$ cat src/rtl/uart_rx_fifo.sv
// UART receiver (8N1-style framing with optional parity) feeding a first-word
// fall-through receive FIFO, with sticky frame/parity/overrun error flags.
module uart_rx_fifo #(
    parameter int CLKS_PER_BIT = 434,
    parameter int DATA_BITS    = 8,
    parameter int PARITY       = 0,
    parameter int FIFO_DEPTH   = 16
) (
    input  logic                          fpga_clk,
    input  logic                          fpga_rst_n,
    input  logic                          rx,
    input  logic                          rd_en,
    input  logic                          clr_err,
    output logic [DATA_BITS-1:0]          rd_data,
    output logic                          empty,
    output logic                          full,
    output logic [$clog2(FIFO_DEPTH):0]   count,
    output logic                          frame_err,
    output logic                          parity_err,
    output logic                          overrun,
    output logic [2:0]                    fsm_state
);

    localparam int AW = $clog2(FIFO_DEPTH);
    localparam int CW = AW + 1;
    localparam int TW = $clog2(CLKS_PER_BIT) + 1;
    localparam logic [TW-1:0] HALF_LAST = TW'(CLKS_PER_BIT / 2 - 1);
    localparam logic [TW-1:0] FULL_LAST = TW'(CLKS_PER_BIT - 1);
    localparam logic [3:0]    LAST_BIT  = 4'(DATA_BITS - 1);

    typedef enum logic [2:0] {
        IDLE  = 3'd0,
        START = 3'd1,
        DATA  = 3'd2,
        PAR   = 3'd3,
        STOP  = 3'd4,
        BRK   = 3'd5
    } state_t;

    state_t                 state;
    logic                   rx_meta;
    logic                   rxs;
    logic [TW-1:0]          timer;
    logic [3:0]             bit_cnt;
    logic [DATA_BITS-1:0]   shreg;
    logic                   par_bad;
    logic                   push;

    logic                   bit_tick;
    logic                   par_mismatch;
    logic                   frame_evt;
    logic                   parity_evt;
    logic                   overrun_evt;

    logic [DATA_BITS-1:0]   mem [FIFO_DEPTH];
    logic [AW-1:0]          wr_ptr;
    logic [AW-1:0]          rd_ptr;
    logic                   do_wr;
    logic                   do_rd;

    assign fsm_state = state;

    // Synchronizer resets to the idle-line level so reset release is not a start edge.
    always_ff @(posedge fpga_clk or negedge fpga_rst_n) begin
        if (!fpga_rst_n) begin
            rx_meta <= 1'b1;
            rxs     <= 1'b1;
        end else begin
            rx_meta <= rx;
            rxs     <= rx_meta;
        end
    end

    assign bit_tick = (timer == FULL_LAST);

    always_comb begin
        par_mismatch = 1'b0;
        if (PARITY == 1) begin
            par_mismatch = ~(^shreg ^ rxs);
        end else if (PARITY == 2) begin
            par_mismatch = ^shreg ^ rxs;
        end
    end

    assign frame_evt   = (state == STOP) && bit_tick && !rxs;
    assign parity_evt  = (state == STOP) && bit_tick && rxs && par_bad;
    assign overrun_evt = push && full && !rd_en;

    always_ff @(posedge fpga_clk or negedge fpga_rst_n) begin
        if (!fpga_rst_n) begin
            state   <= IDLE;
            timer   <= '0;
            bit_cnt <= '0;
            shreg   <= '0;
            par_bad <= 1'b0;
            push    <= 1'b0;
        end else begin
            push <= 1'b0;
            case (state)
                IDLE: begin
                    timer   <= '0;
                    bit_cnt <= '0;
                    if (!rxs) begin
                        state   <= START;
                        par_bad <= 1'b0;
                    end
                end
                START: begin
                    if (timer == HALF_LAST) begin
                        timer <= '0;
                        state <= rxs ? IDLE : DATA;
                    end else begin
                        timer <= timer + 1'b1;
                    end
                end
                DATA: begin
                    if (bit_tick) begin
                        timer   <= '0;
                        shreg   <= {rxs, shreg[DATA_BITS-1:1]};
                        bit_cnt <= bit_cnt + 1'b1;
                        if (bit_cnt == LAST_BIT) begin
                            state <= (PARITY != 0) ? PAR : STOP;
                        end
                    end else begin
                        timer <= timer + 1'b1;
                    end
                end
                PAR: begin
                    if (bit_tick) begin
                        timer   <= '0;
                        par_bad <= par_mismatch;
                        state   <= STOP;
                    end else begin
                        timer <= timer + 1'b1;
                    end
                end
                STOP: begin
                    if (bit_tick) begin
                        timer <= '0;
                        if (rxs) begin
                            push  <= !par_bad;
                            state <= IDLE;
                        end else begin
                            state <= BRK;
                        end
                    end else begin
                        timer <= timer + 1'b1;
                    end
                end
                BRK: begin
                    timer <= '0;
                    if (rxs) begin
                        state <= IDLE;
                    end
                end
                default: state <= IDLE;
            endcase
        end
    end

    // A full FIFO still accepts a push when the head is popped in the same cycle.
    assign do_wr = push && (!full || rd_en);
    assign do_rd = rd_en && !empty;

    // shreg is stable during the push cycle: the next DATA sample is many cycles away.
    always_ff @(posedge fpga_clk) begin
        if (do_wr) begin
            mem[wr_ptr] <= shreg;
        end
    end

    always_ff @(posedge fpga_clk or negedge fpga_rst_n) begin
        if (!fpga_rst_n) begin
            wr_ptr <= '0;
            rd_ptr <= '0;
            count  <= '0;
        end else begin
            if (do_wr) begin
                wr_ptr <= wr_ptr + 1'b1;
            end
            if (do_rd) begin
                rd_ptr <= rd_ptr + 1'b1;
            end
            case ({do_wr, do_rd})
                2'b10:   count <= count + 1'b1;
                2'b01:   count <= count - 1'b1;
                default: count <= count;
            endcase
        end
    end

    assign empty   = (count == '0);
    assign full    = (count == CW'(FIFO_DEPTH));
    assign rd_data = empty ? '0 : mem[rd_ptr];

    // A set event outranks a simultaneous clear.
    always_ff @(posedge fpga_clk or negedge fpga_rst_n) begin
        if (!fpga_rst_n) begin
            frame_err  <= 1'b0;
            parity_err <= 1'b0;
            overrun    <= 1'b0;
        end else begin
            frame_err  <= frame_evt   | (frame_err  & ~clr_err);
            parity_err <= parity_evt  | (parity_err & ~clr_err);
            overrun    <= overrun_evt | (overrun    & ~clr_err);
        end
    end

endmodule

$ cat config.mk
export PLATFORM = sky130hd
export DESIGN_NAME = uart_rx_fifo
export DESIGN_NICKNAME = d
export VERILOG_FILES = /design/src/rtl/uart_rx_fifo.sv
export SDC_FILE = /design/constraint.sdc
export NUM_CORES = 1
export LEC_CHECK = 0
export BUFFER_PORTS_ARGS = -buffer_cell sky130_fd_sc_hd__buf_2
export CAP_MARGIN = 20
export CORE_ASPECT_RATIO = 0.9
export CORE_MARGIN = 4
export CORE_UTILIZATION = 56
export CTS_BUF_LIST = sky130_fd_sc_hd__clkbuf_16
export DETAILED_ROUTE_END_ITERATION = 6
export GPL_ROUTABILITY_DRIVEN = 1
export HOLD_SLACK_MARGIN = 0.1
export MAX_ROUTING_LAYER = met4
export PLACE_DENSITY_LB_ADDON = 0.2
export RECOVER_POWER = 100
export SETUP_SLACK_MARGIN = 0.1
export SLEW_MARGIN = 20
export SYNTH_ARGS = -nofsm -noshare
export SYNTH_HDL_FRONTEND = slang
export SYNTH_SLANG_ARGS = --single-unit
$ cat constraint.sdc
create_clock -name fpga_clk -period 2.7 [get_ports fpga_clk]
set_clock_uncertainty 0.15 [all_clocks]
set_input_delay 0.54 -clock fpga_clk [delete_from_list [all_inputs] [get_ports fpga_clk]]
set_output_delay 0.54 -clock fpga_clk [all_outputs]
set_load 0.005 [all_outputs]
==> impl_metrics.json, run 1 <==
{
  "dpl.hpwl_um": 9300,
  "grt_pass1_wl_um": 22800,
  "cts_tree": "yes",
  "reg2regPathDepth": 12,
  "cp.arrival_ns": 2.37,
  "tns_ns": -2.73,
  "crit_slowest_cell": "mux4_1",
  "core.rowCount": 39,
  "min_from": "clr_err",
  "drc_errors": 0,
  "worst_slew_pin_slew_ns": 1.36,
  "worst_slack_ns": -0.363,
  "r2r-end": "count[4]$_DFFE_PN0P_",
  "grt.overflow.total": 0,
  "layout.nets": 507,
  "timing.hold.ws_ns": 0.181,
  "ys_seq_area_share_pct": 66.0,
  "path_cells": "buf_12 -> mux4_1 -> mux4_2 -> nor2b_4 -> buf_2",
  "yosysUniqueCellTypes": 53,
  "drive_gt1_share_pct": 25.0,
  "required_ns": 2.01,
  "worst_skew_pair.late_latency_ns": 0.42,
  "slowest_delay_ns": 0.59,
  "fin_crit_ns": 3.06,
  "placed_area_mm2": 0.00793,
  "syn_area_mm2": 0.00749,
  "vias": 3926,
  "die_area_mm2": 0.0153,
  "initial_core_util_pct": 58.2,
  "drtAntennaViolNets": 0,
  "wl_per_cell_um": 21.3,
  "worstHoldPathCells": 2,
  "numPortBuffers": 25,
  "yosysWarnings": 0,
  "grt_util_all_layers_pct": 20.6,
  "io_pins": 26,
  "synth_xor_area_share_pct": 2.10,
  "synth_top_family_by_area": "multiplexers",
  "vdd_drop_max_uv": 682,
  "rsz0062_at_grt": "yes",
  "hold_viol": 0,
  "cts_made_buffers": 17,
  "setup_viol": 8,
  "cap_violations": 0,
  "syn2layout_area_growth_pct": 12.9,
  "violations": "negative setup slack",
  "first_pass_iters": 4,
  "cellPowerDensity_mw_per_mm2": 757,
  "timing.fmax_mhz": 327,
  "synth_compound_area_share_pct": 3.59,
  "crit_path_max_fanout": 17,
  "p_leak_nw": 3.49,
  "grt_max_degree": 36,
  "clk_pin_slew_worst_paths_ns": 0.06,
  "start_kind": "flop",
  "synthMuxAreaShare_pct": 14.4,
  "avgSynthCellArea_um2": 17.1,
  "stdcell_area_mm2": 0.00846,
  "clock_path_buffers": 2,
  "via_per_inst": 5.89,
  "fin_crit_sh_pct": 113,
  "die_w_um": 130,
  "clkSinkCount": 172,
  "root_buffer": "clkbuf_16",
  "antenna_found_initial": 0,
  "hold_path.class": "input pin to flop",
  "synth_seq_cells": 172,
  "grt_pass1_vias": 3940,
  "gp_congestion": 0.816,
  "coreArea_mm2": 0.0129,
  "status": "complete, but fails checks",
  "synthCells": 437,
  "r2r_start": "count[3]$_DFFE_PN0P_",
  "end_kind": "output port",
  "synth-adder-area-share_pct": 2.00,
  "diodes": 0,
  "slew_viol_final": 0,
  "die_h_um": 118,
  "synth-simple-area-share_pct": 9.17,
  "h-tree-depth": 4,
  "detail_route.iter0.violations": 463,
  "yosys_most_used_dff": "edfxtp_1",
  "synth_edf_count": 128,
  "syn_nets": 454,
  "slew_headroom_pct": 9.58,
  "holdPathEnd": "parity_err$_DFF_PN0_",
  "async_flop_share_pct": 25.6,
  "wl_um": 14200,
  "critPathKind": "flop to output port",
  "r2r_slack_ns": 0.12
}
[placed cells by master, fill, tap and decap left out, types with 10 or more instances in the layout]
cell,instances
edfxtp_1,128
dfrtp_1,40
mux4_2,25
buf_2,22
nand2_1,19
nor2_1,18
clkbuf_16,17
mux4_1,15
inv_1,13
and2_0,12
clkbuf_1,12
ha_1,10
[where the power goes]
group | internal, mW | switching [mW] | total (mW)
logic | 0.527 | 0.527 | 1.05
clock network | 1.36 | 1.00 | 2.36
registers | 2.89 | 0.0994 | 2.99
[cell families (layout without fill, tap and decap cells)]
family / Yosys count / after routing
DFF: 172 / 172
and+or+nand+nor: 111 / 111
muxes: 49 / 49
AOI/OAI and AO/OA: 41 / 41
buffers and inverters: 34 / 100
xor gates and xnor gates: 18 / 18
adders and majority gates: 12 / 12
[Yosys cell counts (3+ instances only)]
cell type	number	area, µm²
buf_2	5	25.0
xor2_1	9	78.8
mux4_1	21	552
nand3_1	7	35.0
inv_1	13	48.8
nor3_1	7	35.0
nor2_1	18	67.6
nor3b_1	3	22.5
ha_1	12	150
and3_1	3	18.8
nor2b_4	8	110
xnor2_1	9	78.8
clkbuf_1	6	22.5
a21o_1	4	30.0
nand2_1	19	71.3
nand4_1	4	25.0
and2_1	18	113
mux4_2	19	428
a21oi_1	7	35.0
dfrtp_1	42	1050
a22oi_1	3	22.5
a22o_1	5	43.8
nand2b_1	4	25.0
edfxtp_1	128	3840
nor2b_1	3	18.8
a31oi_1	4	25.0
buf_4	3	22.5
o21ai_0	10	50.1
or3_1	3	18.8
mux2_2	9	101
[critical path: cells and delay by family, from the launching register on]
family        cells  cell delay (ns)
buf+inv           2             0.31
flops             1             0.42
mux               2             1.07
simple gates      1             0.13
[how the worst max path moves through the flow]
stage | from | to | slack [ns]
final | rd_ptr[0]$_DFFE_PN0P_ | rd_data[4] | -0.36
after detailed placement | rd_ptr[0]$_DFFE_PN0P_ | rd_data[0] | 0.06
after global placement | rd_ptr[0]$_DFFE_PN0P_ | rd_data[7] | 0.08
after CTS | rd_ptr[0]$_DFFE_PN0P_ | rd_data[0] | -0.40
after floorplan | count[2]$_DFFE_PN0P_ | count[4]$_DFFE_PN0P_ | -0.08
after global routing | rd_ptr[0]$_DFFE_PN0P_ | rd_data[0] | -0.45
[state kept, by name, indices dropped and copies added (netlist names)]
signal / flops
overrun: 1
push: 1
count: 5
fsm_state: 3
parity_err: 1
rxs: 1
shreg: 8
wr_ptr: 4
frame_err: 1
rd_ptr: 4
bit_cnt: 4
mem: 128
rx_meta: 1
timer: 10
[cell type report]
type | instances | area, µm²
Sequential cell | 172 | 4950
Fill cell | 916 | 4420
Multi-Input combinational cell | 231 | 2340
Clock buffer | 17 | 425
Timing Repair Buffer | 55 | 339
Tap cell | 164 | 205
Clock inverter | 15 | 150
Inverter | 13 | 48.8
[stage by stage]
stage               total power, mW  setup WS [ns]  utilization [%]  cells
floorplan                      3.86        -0.0785                -    437
global placement               4.10         0.0814             61.5    629
detailed placement             4.11         0.0555             61.5    629
CTS                            6.48         -0.399             66.2    665
global route                   6.67         -0.447             65.7    667
finish                         6.40         -0.363             65.7    667
[repair_timing]
item / 4_1_cts / 5_1_grt
gates resized for setup: 5 / 6
endpoints found under the setup margin: 10 / 11
pin swaps: 1 / 2
setup buffers: 2 / 2
endpoints found under the hold margin: 24 / 0
hold buffers: 2 / 0
gates cloned: 0 / 0
[per-layer routing]
metal | wire length, µm | GRT usage (%) | part of all wire [%] | up-vias
met4 | 155 | 5.52 | 1.1 | 0
met2 | 6990 | 30.6 | 49 | 88
met3 | 573 | 4.63 | 4.0 | 13
li1 | - | - | - | 1803
met1 | 6490 | 29.2 | 46 | 2022
met5 | 0 | - | 0 | -
Note: power is estimated with default switching activity, not from simulation.
==> inputs of run 2 (changes only) <==
--- a/config.mk
+++ b/config.mk
@@ -5,18 +5,20 @@
 export SDC_FILE = /design/constraint.sdc
 export NUM_CORES = 1
 export LEC_CHECK = 0
-export BUFFER_PORTS_ARGS = -buffer_cell sky130_fd_sc_hd__buf_2
+export BUFFER_PORTS_ARGS = -buffer_cell sky130_fd_sc_hd__buf_4
 export CAP_MARGIN = 20
+export CELL_PAD_IN_SITES_DETAIL_PLACEMENT = 1
+export CELL_PAD_IN_SITES_GLOBAL_PLACEMENT = 2
 export CORE_ASPECT_RATIO = 0.9
 export CORE_MARGIN = 4
-export CORE_UTILIZATION = 56
+export CORE_UTILIZATION = 42
 export CTS_BUF_LIST = sky130_fd_sc_hd__clkbuf_16
 export DETAILED_ROUTE_END_ITERATION = 6
 export GPL_ROUTABILITY_DRIVEN = 1
 export HOLD_SLACK_MARGIN = 0.1
 export MAX_ROUTING_LAYER = met4
 export PLACE_DENSITY_LB_ADDON = 0.2
-export RECOVER_POWER = 100
+export RECOVER_POWER = 25
 export SETUP_SLACK_MARGIN = 0.1
 export SLEW_MARGIN = 20
 export SYNTH_ARGS = -nofsm -noshare
==> run 2 against run 1 <==
The flow still finishes with violations (negative setup slack). Flip-flop and latch count did not move. Cell area up 4.2%. Sequential share of layout area shrank 2.4 points. Largest cell class unchanged. Largest power group unchanged.
==> impl_metrics.json, run 2 (same netlist as run 1, synthesis figures left out) <==
{
  "layout.nets": 510,
  "clock_path_buffers": 2,
  "final_core_util_pct": 50.2,
  "p_leak_nw": 3.65,
  "path_cells": "buf_12 -> mux4_2 -> mux4_2 -> nor2b_4 -> buf_4",
  "clk_pin_slew_worst_paths_ns": 0.06,
  "detail_route.iter0.violations": 246,
  "timing.fmax_mhz": 325,
  "cts_made_buffers": 17,
  "worst_slack_ns": -0.375,
  "hold_path.class": "input pin to flop",
  "die_h_um": 135,
  "wl_um": 15800,
  "start_kind": "flop",
  "top_register": "mem",
  "grt_max_degree": 45,
  "grt_util_all_layers_pct": 17.3,
  "fin_crit_ns": 3.08,
  "crit_slowest_cell": "mux4_2",
  "h-tree-depth": 4,
  "largest_register_ffs": 128,
  "grt.overflow.total": 0,
  "via_per_inst": 5.31,
  "diodes": 0,
  "violations": "negative setup slack",
  "die_w_um": 149,
  "drive_gt1_share_pct": 28.1,
  "end_kind": "output port",
  "wl_per_cell_um": 21.1,
  "initial_core_util_pct": 42.7,
  "layout_commonest_cell": "edfxtp_1",
  "critPathKind": "flop to output port",
  "status": "complete, but fails checks",
  "stdcell_area_mm2": 0.00881,
  "vias": 3961,
  "cts_tree": "yes",
  "hold_viol": 0,
  "drc_errors": 0,
  "gp_congestion": 0.739,
  "antenna_found_initial": 0,
  "crit_path_max_fanout": 16,
  "syn2layout_area_growth_pct": 17.6,
  "worst_skew_pair.late_latency_ns": 0.42,
  "required_ns": 2.01,
  "dpl.hpwl_um": 10400,
  "io_pins": 26,
  "placed_area_mm2": 0.00814,
  "worst_slew_pin_slew_ns": 0.620,
  "coreArea_mm2": 0.0176,
  "core.rowCount": 46,
  "slew_headroom_pct": 58.7,
  "drtAntennaViolNets": 0,
  "cellPowerDensity_mw_per_mm2": 762,
  "die_area_mm2": 0.0200,
  "grt_pass1_vias": 4282,
  "root_buffer": "clkbuf_16",
  "crit_top_cell": "mux4_2",
  "clkSinkCount": 172,
  "cp.arrival_ns": 2.39,
  "final_cell_mix": "edfxtp_1, buf_4, dfrtp_1, mux4_2",
  "vdd_drop_max_uv": 395,
  "rsz0062_at_grt": "yes",
  "top_regs": "mem: 128 flops, timer: 10 flops, shreg: 8 flops",
  "first_pass_iters": 4,
  "grt_pass1_wl_um": 25000,
  "setup_viol": 8,
  "cap_violations": 0,
  "slowest_delay_ns": 0.56,
  "numPortBuffers": 25,
  "slew_viol_final": 0,
  "fin_crit_sh_pct": 114
}
-- run 2: cell types whose count changed in the layout (fill, tap and decap cells not counted), moves of 2 or more --
| cell | delta |
|---|---|
| buf_4 | +41 |
| buf_2 | -22 |
| and2_0 | -12 |
| and2_1 | +12 |
| clkbuf_1 | -12 |
| clkbuf_2 | -8 |
| mux4_1 | +3 |
| mux4_2 | -3 |
| buf_12 | +2 |
| bufinv_16 | +2 |
| clkinvlp_4 | -2 |
-- run 2: repair_timing --
action	CTS	global route
setup buffers	2	1
hold buffers	2	0
setup endpoints to repair	8	12
gates resized for setup	4	5
pin swaps	0	2
endpoints found under the hold margin	43	0
-- run 2: final timing paths --
path                                        from               endpoint  slack (ns)  cells after the start
max reg2reg                 count[1]$_DFFE_PN0P_   count[4]$_DFFE_PN0P_        0.20                     12
min                                      clr_err   parity_err$_DFF_PN0_        0.15                      2
max in group asynchronous             fpga_rst_n  rd_ptr[0]$_DFFE_PN0P_        1.42                      2
min reg2reg                    rx_meta$_DFF_PN1_          rxs$_DFF_PN1_        0.21                      0
min in group asynchronous             fpga_rst_n   count[3]$_DFFE_PN0P_        0.52                      2
max                        rd_ptr[0]$_DFFE_PN0P_             rd_data[6]       -0.38                      5
-- run 2: layer usage --
metal	wire, µm	part of all wire (%)	up-vias	track usage (%)
met1	7160	45	2081	23.3
met3	625	4.0	11	4.36
met2	7840	50	64	26.7
li1	-	-	1805	-
met4	144	0.91	0	4.42
met5	0	0	-	-
-- run 2: metrics by stage --
| step | worst slack [ns] | cells | TNS [ns] | hold slack (ns) | total power [mW] |
|---|---|---|---|---|---|
| after floorplan | -0.0785 | 437 | -0.0785 | 0.0944 | 3.86 |
| after global placement | 0.0724 | 709 | 0 | 0.197 | 4.15 |
| after detailed placement | 0.0361 | 709 | 0 | 0.201 | 4.17 |
| after CTS | -0.402 | 745 | -3.09 | 0.142 | 6.77 |
| after global routing | -0.448 | 746 | -3.43 | 0.141 | 7.01 |
| final | -0.375 | 746 | -2.89 | 0.154 | 6.71 |
-- run 2: report_power, final --
group,internal (mW),switching (mW)
Combinational,0.594,0.554
Sequential,2.89,0.114
Clock,1.55,1.01
-- run 2: cell type report --
| type | count | area [µm²] |
|---|---|---|
| Multi-Input combinational cell | 231 | 2370 |
| Clock inverter | 15 | 196 |
| Fill cell | 1667 | 8740 |
| Timing Repair Buffer | 58 | 518 |
| Clock buffer | 17 | 425 |
| Tap cell | 240 | 300 |
| Inverter | 13 | 48.8 |
| Sequential cell | 172 | 4950 |
-- run 2: critical path, delay by kind of cell (launching register included) --
family	cells	cell delay, ns
and+or+nand+nor	1	0.14
buffers and inverters	2	0.33
muxes	2	1.05
DFF	1	0.43
